==> config.mk <==
export PLATFORM = sky130hd
export DESIGN_NAME = cv32e40x_redirect_ctrl
export DESIGN_NICKNAME = d
export VERILOG_FILES = /design/src/rtl/cv32e40x_redirect_ctrl.sv
export SDC_FILE = /design/constraint.sdc
export NUM_CORES = 1
export LEC_CHECK = 0
export CORE_MARGIN = 2
export CORE_UTILIZATION = 30
export DETAILED_ROUTE_END_ITERATION = 7
export GPL_TIMING_DRIVEN = 0
export MAX_ROUTING_LAYER = met4
export SYNTH_ARGS = -nofsm -noshare
export SYNTH_HDL_FRONTEND = slang
export SYNTH_SLANG_ARGS = --single-unit
==> constraint.sdc <==
create_clock -name clk -period 2.1 [get_ports clk]
set_input_delay 0.21 -clock clk [delete_from_list [all_inputs] [get_ports clk]]
set_output_delay 0.21 -clock clk [all_outputs]
set_load 0.01 [all_outputs]
==> src/rtl/cv32e40x_redirect_ctrl.sv <==
// ---------------------------------------------------------------------------
// cv32e40x_redirect_ctrl
//
// Control-transfer redirect unit placed after the ID-stage PC target adder.
// Turns ID jumps (and, optionally, predicted-taken branches) into registered
// redirect requests for the prefetcher, tracks the branch that moved into EX
// and, when EX resolves it against the prediction, issues the corrective
// redirect, flushes ID and counts the mispredict.
//
// Configuration macro:
//   CV32E40X_BCH_PREDICT_EN  defined   : bch_prediction_id_i is used, taken
//                                         predictions redirect from ID.
//                            undefined : static not-taken, prediction input
//                                         ignored.
//
// Ports:
//   clk, rst_n            clock, asynchronous active-low reset
//   kill_i                controller flush, cancels pending request + tracker
//   jmp_id_i/jmp_target_i JAL/JALR in ID and its target
//   bch_id_i/bch_target_i conditional branch in ID and its target
//   bch_prediction_id_i   1 = predict taken
//   pc_next_id_i          fall-through address of the ID instruction
//   id_ex_advance_i       ID instruction moves to EX this cycle
//   bch_resolve_ex_i      branch in EX resolves, outcome on bch_taken_ex_i
//   redirect_req_o/_addr_o/_ack_i  req/ack handshake to the prefetcher
//   flush_id_o            combinational kill of the ID instruction
//   mispredict_o          registered one-cycle mispredict pulse
//   mispredict_cnt_o      saturating mispredict counter
// ---------------------------------------------------------------------------
module cv32e40x_redirect_ctrl #(
  parameter int CNT_W = 16
) (
  input  logic             clk,
  input  logic             rst_n,
  input  logic             kill_i,
  input  logic             jmp_id_i,
  input  logic [31:0]      jmp_target_i,
  input  logic             bch_id_i,
  input  logic [31:0]      bch_target_i,
  input  logic             bch_prediction_id_i,
  input  logic [31:0]      pc_next_id_i,
  input  logic             id_ex_advance_i,
  input  logic             bch_resolve_ex_i,
  input  logic             bch_taken_ex_i,
  output logic             redirect_req_o,
  output logic [31:0]      redirect_addr_o,
  input  logic             redirect_ack_i,
  output logic             flush_id_o,
  output logic             mispredict_o,
  output logic [CNT_W-1:0] mispredict_cnt_o
);

  typedef enum logic {IDLE = 1'b0, REQ = 1'b1} state_e;

  state_e             state_q, state_d;
  logic [31:0]        addr_q, addr_d;
  logic               mis_q;
  logic [CNT_W-1:0]   cnt_q, cnt_d;
  logic               bt_valid_q, bt_valid_d;
  logic               bt_pred_q, bt_pred_d;
  logic [31:0]        bt_alt_q, bt_alt_d;

  logic               pred_eff;
  logic               mis_det;
  logic               id_trig;
  logic [31:0]        id_addr;
  logic               bt_load;

  function automatic logic [CNT_W-1:0] sat_inc(input logic [CNT_W-1:0] v);
    return (&v) ? v : v + CNT_W'(1);
  endfunction

  function automatic logic [31:0] hw_align(input logic [31:0] a);
    return {a[31:1], 1'b0};
  endfunction

`ifdef CV32E40X_BCH_PREDICT_EN
  assign pred_eff = bch_prediction_id_i;
`else
  // Static not-taken: the prediction input is deliberately left dangling.
  logic unused_prediction;
  assign unused_prediction = bch_prediction_id_i;
  assign pred_eff          = 1'b0;
`endif

  always_comb begin
    // kill_i outranks the mispredict path.
    mis_det = ~kill_i & bch_resolve_ex_i & bt_valid_q & (bch_taken_ex_i != bt_pred_q);
    id_trig = id_ex_advance_i & (jmp_id_i | (bch_id_i & pred_eff));
    id_addr = jmp_id_i ? jmp_target_i : bch_target_i;

    state_d = state_q;
    addr_d  = addr_q;
    if (kill_i) begin
      state_d = IDLE;
    end else if (mis_det) begin
      // Overrides a pending ID redirect and drops a same-cycle ID trigger.
      state_d = REQ;
      addr_d  = hw_align(bt_alt_q);
    end else if (id_trig && (state_q == IDLE || redirect_ack_i)) begin
      // Accepted in the ack cycle too, giving back-to-back requests.
      state_d = REQ;
      addr_d  = hw_align(id_addr);
    end else if (state_q == REQ && redirect_ack_i) begin
      state_d = IDLE;
    end

    cnt_d = mis_det ? sat_inc(cnt_q) : cnt_q;

    // A branch in ID that is flushed by a mispredict never reaches EX.
    bt_load    = id_ex_advance_i & bch_id_i & ~mis_det;
    bt_valid_d = bt_valid_q;
    bt_pred_d  = bt_pred_q;
    bt_alt_d   = bt_alt_q;
    if (kill_i) begin
      bt_valid_d = 1'b0;
    end else if (bt_load) begin
      bt_valid_d = 1'b1;
      bt_pred_d  = pred_eff;
      bt_alt_d   = pred_eff ? pc_next_id_i : bch_target_i;
    end else if (bch_resolve_ex_i) begin
      bt_valid_d = 1'b0;
    end
  end

  always_ff @(posedge clk or negedge rst_n) begin
    if (!rst_n) begin
      state_q    <= IDLE;
      addr_q     <= 32'h0;
      mis_q      <= 1'b0;
      cnt_q      <= '0;
      bt_valid_q <= 1'b0;
      bt_pred_q  <= 1'b0;
      bt_alt_q   <= 32'h0;
    end else begin
      state_q    <= state_d;
      addr_q     <= addr_d;
      mis_q      <= mis_det;
      cnt_q      <= cnt_d;
      bt_valid_q <= bt_valid_d;
      bt_pred_q  <= bt_pred_d;
      bt_alt_q   <= bt_alt_d;
    end
  end

  assign redirect_req_o   = (state_q == REQ);
  assign redirect_addr_o  = addr_q;
  assign flush_id_o       = mis_det;
  assign mispredict_o     = mis_q;
  assign mispredict_cnt_o = cnt_q;

endmodule

# ---- After elaboration in Yosys (flattened, before gate mapping)
# Index checks and enable logic that the tools add are counted.
dict set report word_totals {
  regBits 83
  input_bits 106
  wordCells 37
}
dict set report classes {
  n_addsub 1
  muxes 10
  bitwise 10
  reduce_logical 10
}
# cell n
set op_table {}
lappend op_table {{2-to-1 mux 32 bit} 3}
lappend op_table {{adder 16 x 1 -> 16 bit, second input constant} 1}
lappend op_table {{AND reduction 16 bit} 1}
lappend op_table {{2-to-1 mux 1 bit} 7}
lappend op_table {{AND 1 bit} 6}
lappend op_table {{AND reduction 2 bit} 3}
lappend op_table {{inverter 1 bit} 4}
lappend op_table {{nonzero test 4 bit} 1}
lappend op_table {{nonzero test 3 bit} 1}
lappend op_table {{logical AND 1 bit} 2}
lappend op_table {{nonzero test 2 bit} 1}
lappend op_table {{logical OR 1 bit} 1}

# ---- Logic depth before layout (Yosys ltp)
dict set report depth {
  ltp_word 8
  mapped_depth 7
}

# ---- Least setup slack after synthesis
# OpenSTA, ideal clock, no wires.
dict set report synth_path {
  path_kind {register to register}
  startpoint {register cnt_q[0], in the netlist mispredict_cnt_o[0]}
  endpoint {register cnt_q[14], in the netlist mispredict_cnt_o[14]}
  setup_ns 0.080
  arrival_ns 1.640
  t_required_ns 2.020
  setup_slack_ns 0.381
  stages_incl_launch_ff 6
  period_less_slack_ns 1.719
  cell_sequence {dfrtp_1 ha_1 nand4_4 or4_4 nor3_2 xnor2_1}
}
dict set report synth_between {
  elab_chain_len 3
}
# item line
set synth_lines {}
lappend synth_lines {{start: declaration} 58} ;# logic [CNT_W-1:0] cnt_q, cnt_d;
lappend synth_lines {{start signal: assignment} 139} ;# cnt_q <= cnt_d;
lappend synth_lines {{parallel branches: the longest is 3 deep, another holds adder 16 x 1 -> 16 bit} -}
# Parallel ways; which one is timed is not known.
# A chain may end at the register's enable or synchronous reset.

# ---- Worst setup path in the final report
dict set report layout_path {
  startpoint {input port kill_i}
  endpoint {register bt_alt_q[10]}
}
dict set report layout_between {
  elab_chain_len 7
}
# item line
set layout_lines {}
lappend layout_lines {{start: declaration} 35} ;# input logic kill_i,
lappend layout_lines {{inverter 1 bit (no source line) (*)} -}
lappend layout_lines {{AND 1 bit (3 in series)} 88} ;# mis_det = ~kill_i & bch_resolve_ex_i & bt_valid_q & (bch_taken_ex_i != bt_pred_q);
lappend layout_lines {{inverter 1 bit} 111} ;# bt_load = id_ex_advance_i & bch_id_i & ~mis_det;
lappend layout_lines {{AND 1 bit} 111}
lappend layout_lines {{AND reduction 2 bit (no source line) (*)} -}
lappend layout_lines {{end signal: assignment} 142} ;# bt_alt_q <= bt_alt_d;
lappend layout_lines {{end: declaration} 61} ;# logic [31:0] bt_alt_q, bt_alt_d;
# Every way passes the cells marked *; elsewhere a longest branch is shown, timed or not.

==> flow_summary.toml <==
[status]
status = "finished, final reports clean"

[global_route]
first_global_vias = 3150
grt-ovfl-total = 0
grt_pass1_wl_um = 15800
antenna_found_initial = 0
grt_max_degree = 45
grt_usage = 0.157

[clock_network]
ctsRootBufferMaster = "clkbuf_16"
clkLatencyLatePin_ns = 0.33
cts_buffer_depth = 2
h-tree-depth = 3
cts_buffers = 9
clk_pin_slew_ns = 0.06
clock-sinks = 81
cts_tree = "yes"

[detailed_routing]
vias = 3073
drt_iter0_drc = 163
dr.pass1.iters = 4
wl_per_cell_um = 15.1
drt-vias-per-instance = 4.64
ant_nets = 0
drc = 0
wirelength_um = 10000

[setup_path]
worstPathMaxFanout = 10
end_kind = "register"
r2r_cells = 6
max_stage_delay_ns = 0.52
crit_chain = "clkdlybuf4s50_1 -> nand4b_4 -> buf_4 -> and3_1 -> clkbuf_1 -> buf_2 -> mux2_2"
worstPathRequired_ns = 2.31
startpoint_type = "input pin"
arrival_ns = 2.19
cp_slowest_cell = "clkdlybuf4s50_1"
critPathKind = "in -> reg"

[timing]
setup_viol = 0
max_freq_mhz = 505
finalHoldViolations = 0
period_minus_slack_ns = 1.98
fin_skew_ns = 0.00288
slew_headroom = 0.668
slew_violations = 0
finalCritPeriodShare = 0.944
worst_slack_ns = 0.118
rsz0062_at_grt = "yes"
tightest_slew_ns = 0.485

[die]
core_area_um2 = 12500
die_area_um2 = 13600
die_y_um = 117
die_w_um = 117
start_util = 0.305
rows = 41
io_pins = 157

[synth]
synthFlopType = "dfrtp_1"
syn_inst = 354
synth_area_um2 = 3810
avgSynthCellArea_um2 = 10.8
synth_nets = 461
synth_cell_types = 37
async_flop_share = 1.00
ys_ff_latch = 81
yosysWarnings = 0
synth_edf_count = 0
ys_seq_area_frac = 0.531

[cells_and_area]
n_antenna_cell = 0
drive_gt1_frac = 0.135
regArea_um2 = 2030
fill_cells = 1274
synthToLayoutAreaGrowth_pct = 45.2
multiInputGateArea_um2 = 1670
nets = 594
final_area_um2 = 5540

[power]
p_per_area_nw_per_um2 = 790
p_leak_nw = 2.48
ir_worst_vdd_v = 0.000389

[placed_design]
hpwl_um = 7200
pre_cts_slack_ns = -0.379
placed_area_um2 = 5250
place_congestion = 0.771
port-buffer-count = 119

[min_path]
hold_path.class = "in -> async"

[run]
max-cap-violations = 0
-- logic make-up (layout without fill, tap and decap cells) --
logic type	count (synthesis)	in the layout	share of synthesized area
AOI/OAI and AO/OA	70	70	0.0974
xor gates and xnor gates	13	13	0.0299
adders and majority gates	1	1	0.00328
buffers and inverters	26	162	0.0302
DFF	81	81	0.531
muxes	63	63	0.176
other	1	1	0.000983
and+or+nand+nor	99	99	0.131
-- flip-flops by register name (all words and copies together) (netlist names) --
register	count
bt_alt_q	31
redirect_addr_o	31
bt_valid_q	1
mispredict_o	1
redirect_req_o	1
mispredict_cnt_o	16
-- metal layers --
metal / GRT usage / wire length, µm
met3: 0.0244 / 386
met5: - / 0
met1: 0.196 / 4490
met2: 0.254 / 5010
met4: 0.0651 / 136
-- cells in the mapped netlist, types with 2 or more instances --
library cell / instances / area (µm²)
a2111oi_0: 2 / 17.5
a21oi_1: 31 / 155
and3_1: 2 / 12.5
buf_2: 11 / 55.1
clkbuf_1: 9 / 33.8
dfrtp_1: 81 / 2030
inv_1: 4 / 15.0
mux2_2: 31 / 349
mux2i_1: 31 / 310
nand2_1: 33 / 124
nand3_1: 5 / 25.0
nand4_1: 4 / 25.0
nor2_1: 37 / 139
nor3_1: 4 / 20.0
nor3b_1: 2 / 15.0
nor4b_1: 2 / 17.5
o21ai_0: 34 / 170
xnor2_1: 3 / 26.3
xor2_1: 10 / 87.6
-- what timing repair did --
| item | in CTS | in global routing |
|---|---|---|
| gates resized for setup | 5 | 3 |
| gates cloned | 0 | 0 |
| endpoints found under the hold margin | 37 | 0 |
| setup buffers | 1 | 0 |
| hold buffers | 1 | 0 |
| setup endpoints to repair | 2 | 19 |
-- through the flow --
| stage | instances | TNS, ns | hold slack [ns] | util | power, mW |
|---|---|---|---|---|---|
| 6_report | 662 | 0 | 0.395 | 0.442 | 4.37 |
| 5_1_grt | 662 | -0.0787 | 0.449 | 0.442 | 4.62 |
| 3_5_place_dp | 646 | -10.88 | 0.218 | 0.419 | 2.99 |
| 4_1_cts | 662 | 0 | 0.417 | 0.442 | 4.45 |
| 2_1_floorplan | 354 | 0 | -0.0856 | - | 2.40 |
| 3_3_place_gp | 645 | -188.04 | 0.464 | 0.417 | 2.96 |
-- critical path: cells and delay by family --
kind	cells	cell delay (ns)
buffers and inverters	4	1.28
multiplexers	1	0.37
AND/OR/NAND/NOR	2	0.33
-- power by group --
part           switching [mW]  internal (mW)
clock                   0.564          0.853
combinational           0.384          0.579
sequential              0.163           1.83
-- layout make-up --
| type | instances | area share |
|---|---|---|
| Clock buffer | 14 | 0.0477 |
| Tap cell | 172 | 0.0389 |
| Multi-Input combinational cell | 247 | 0.302 |
| Sequential cell | 81 | 0.366 |
| Inverter | 4 | 0.00271 |
| Timing Repair Buffer | 122 | 0.223 |
| Buffer | 22 | 0.0203 |
-- final timing paths --
kind	from	endpoint	slack, ns
setup reg to reg	bt_valid_q	bt_alt_q[10]	0.19
min in group clk	redirect_addr_o[29]	redirect_addr_o[29]	0.47
hold / removal	rst_n	mispredict_cnt_o[13]	0.40
max in group asynchronous	rst_n	bt_alt_q[15]	1.09
hold reg to reg	redirect_addr_o[29]	redirect_addr_o[29]	0.47
setup / recovery	kill_i	bt_alt_q[10]	0.12
-- cell usage in the layout, fill, tap and decap left out, types with 5 or more instances in the layout --
| master | n |
|---|---|
| mux2i_1 | 31 |
| clkdlybuf4s50_1 | 117 |
| clkbuf_1 | 11 |
| xor2_1 | 10 |
| a21oi_1 | 31 |
| nand3_1 | 5 |
| dfrtp_1 | 81 |
| o21ai_0 | 34 |
| buf_2 | 8 |
| mux2_2 | 31 |
| nor2_1 | 37 |
| nand2_1 | 33 |
| clkbuf_16 | 9 |
(Power assumes the default switching activity.)
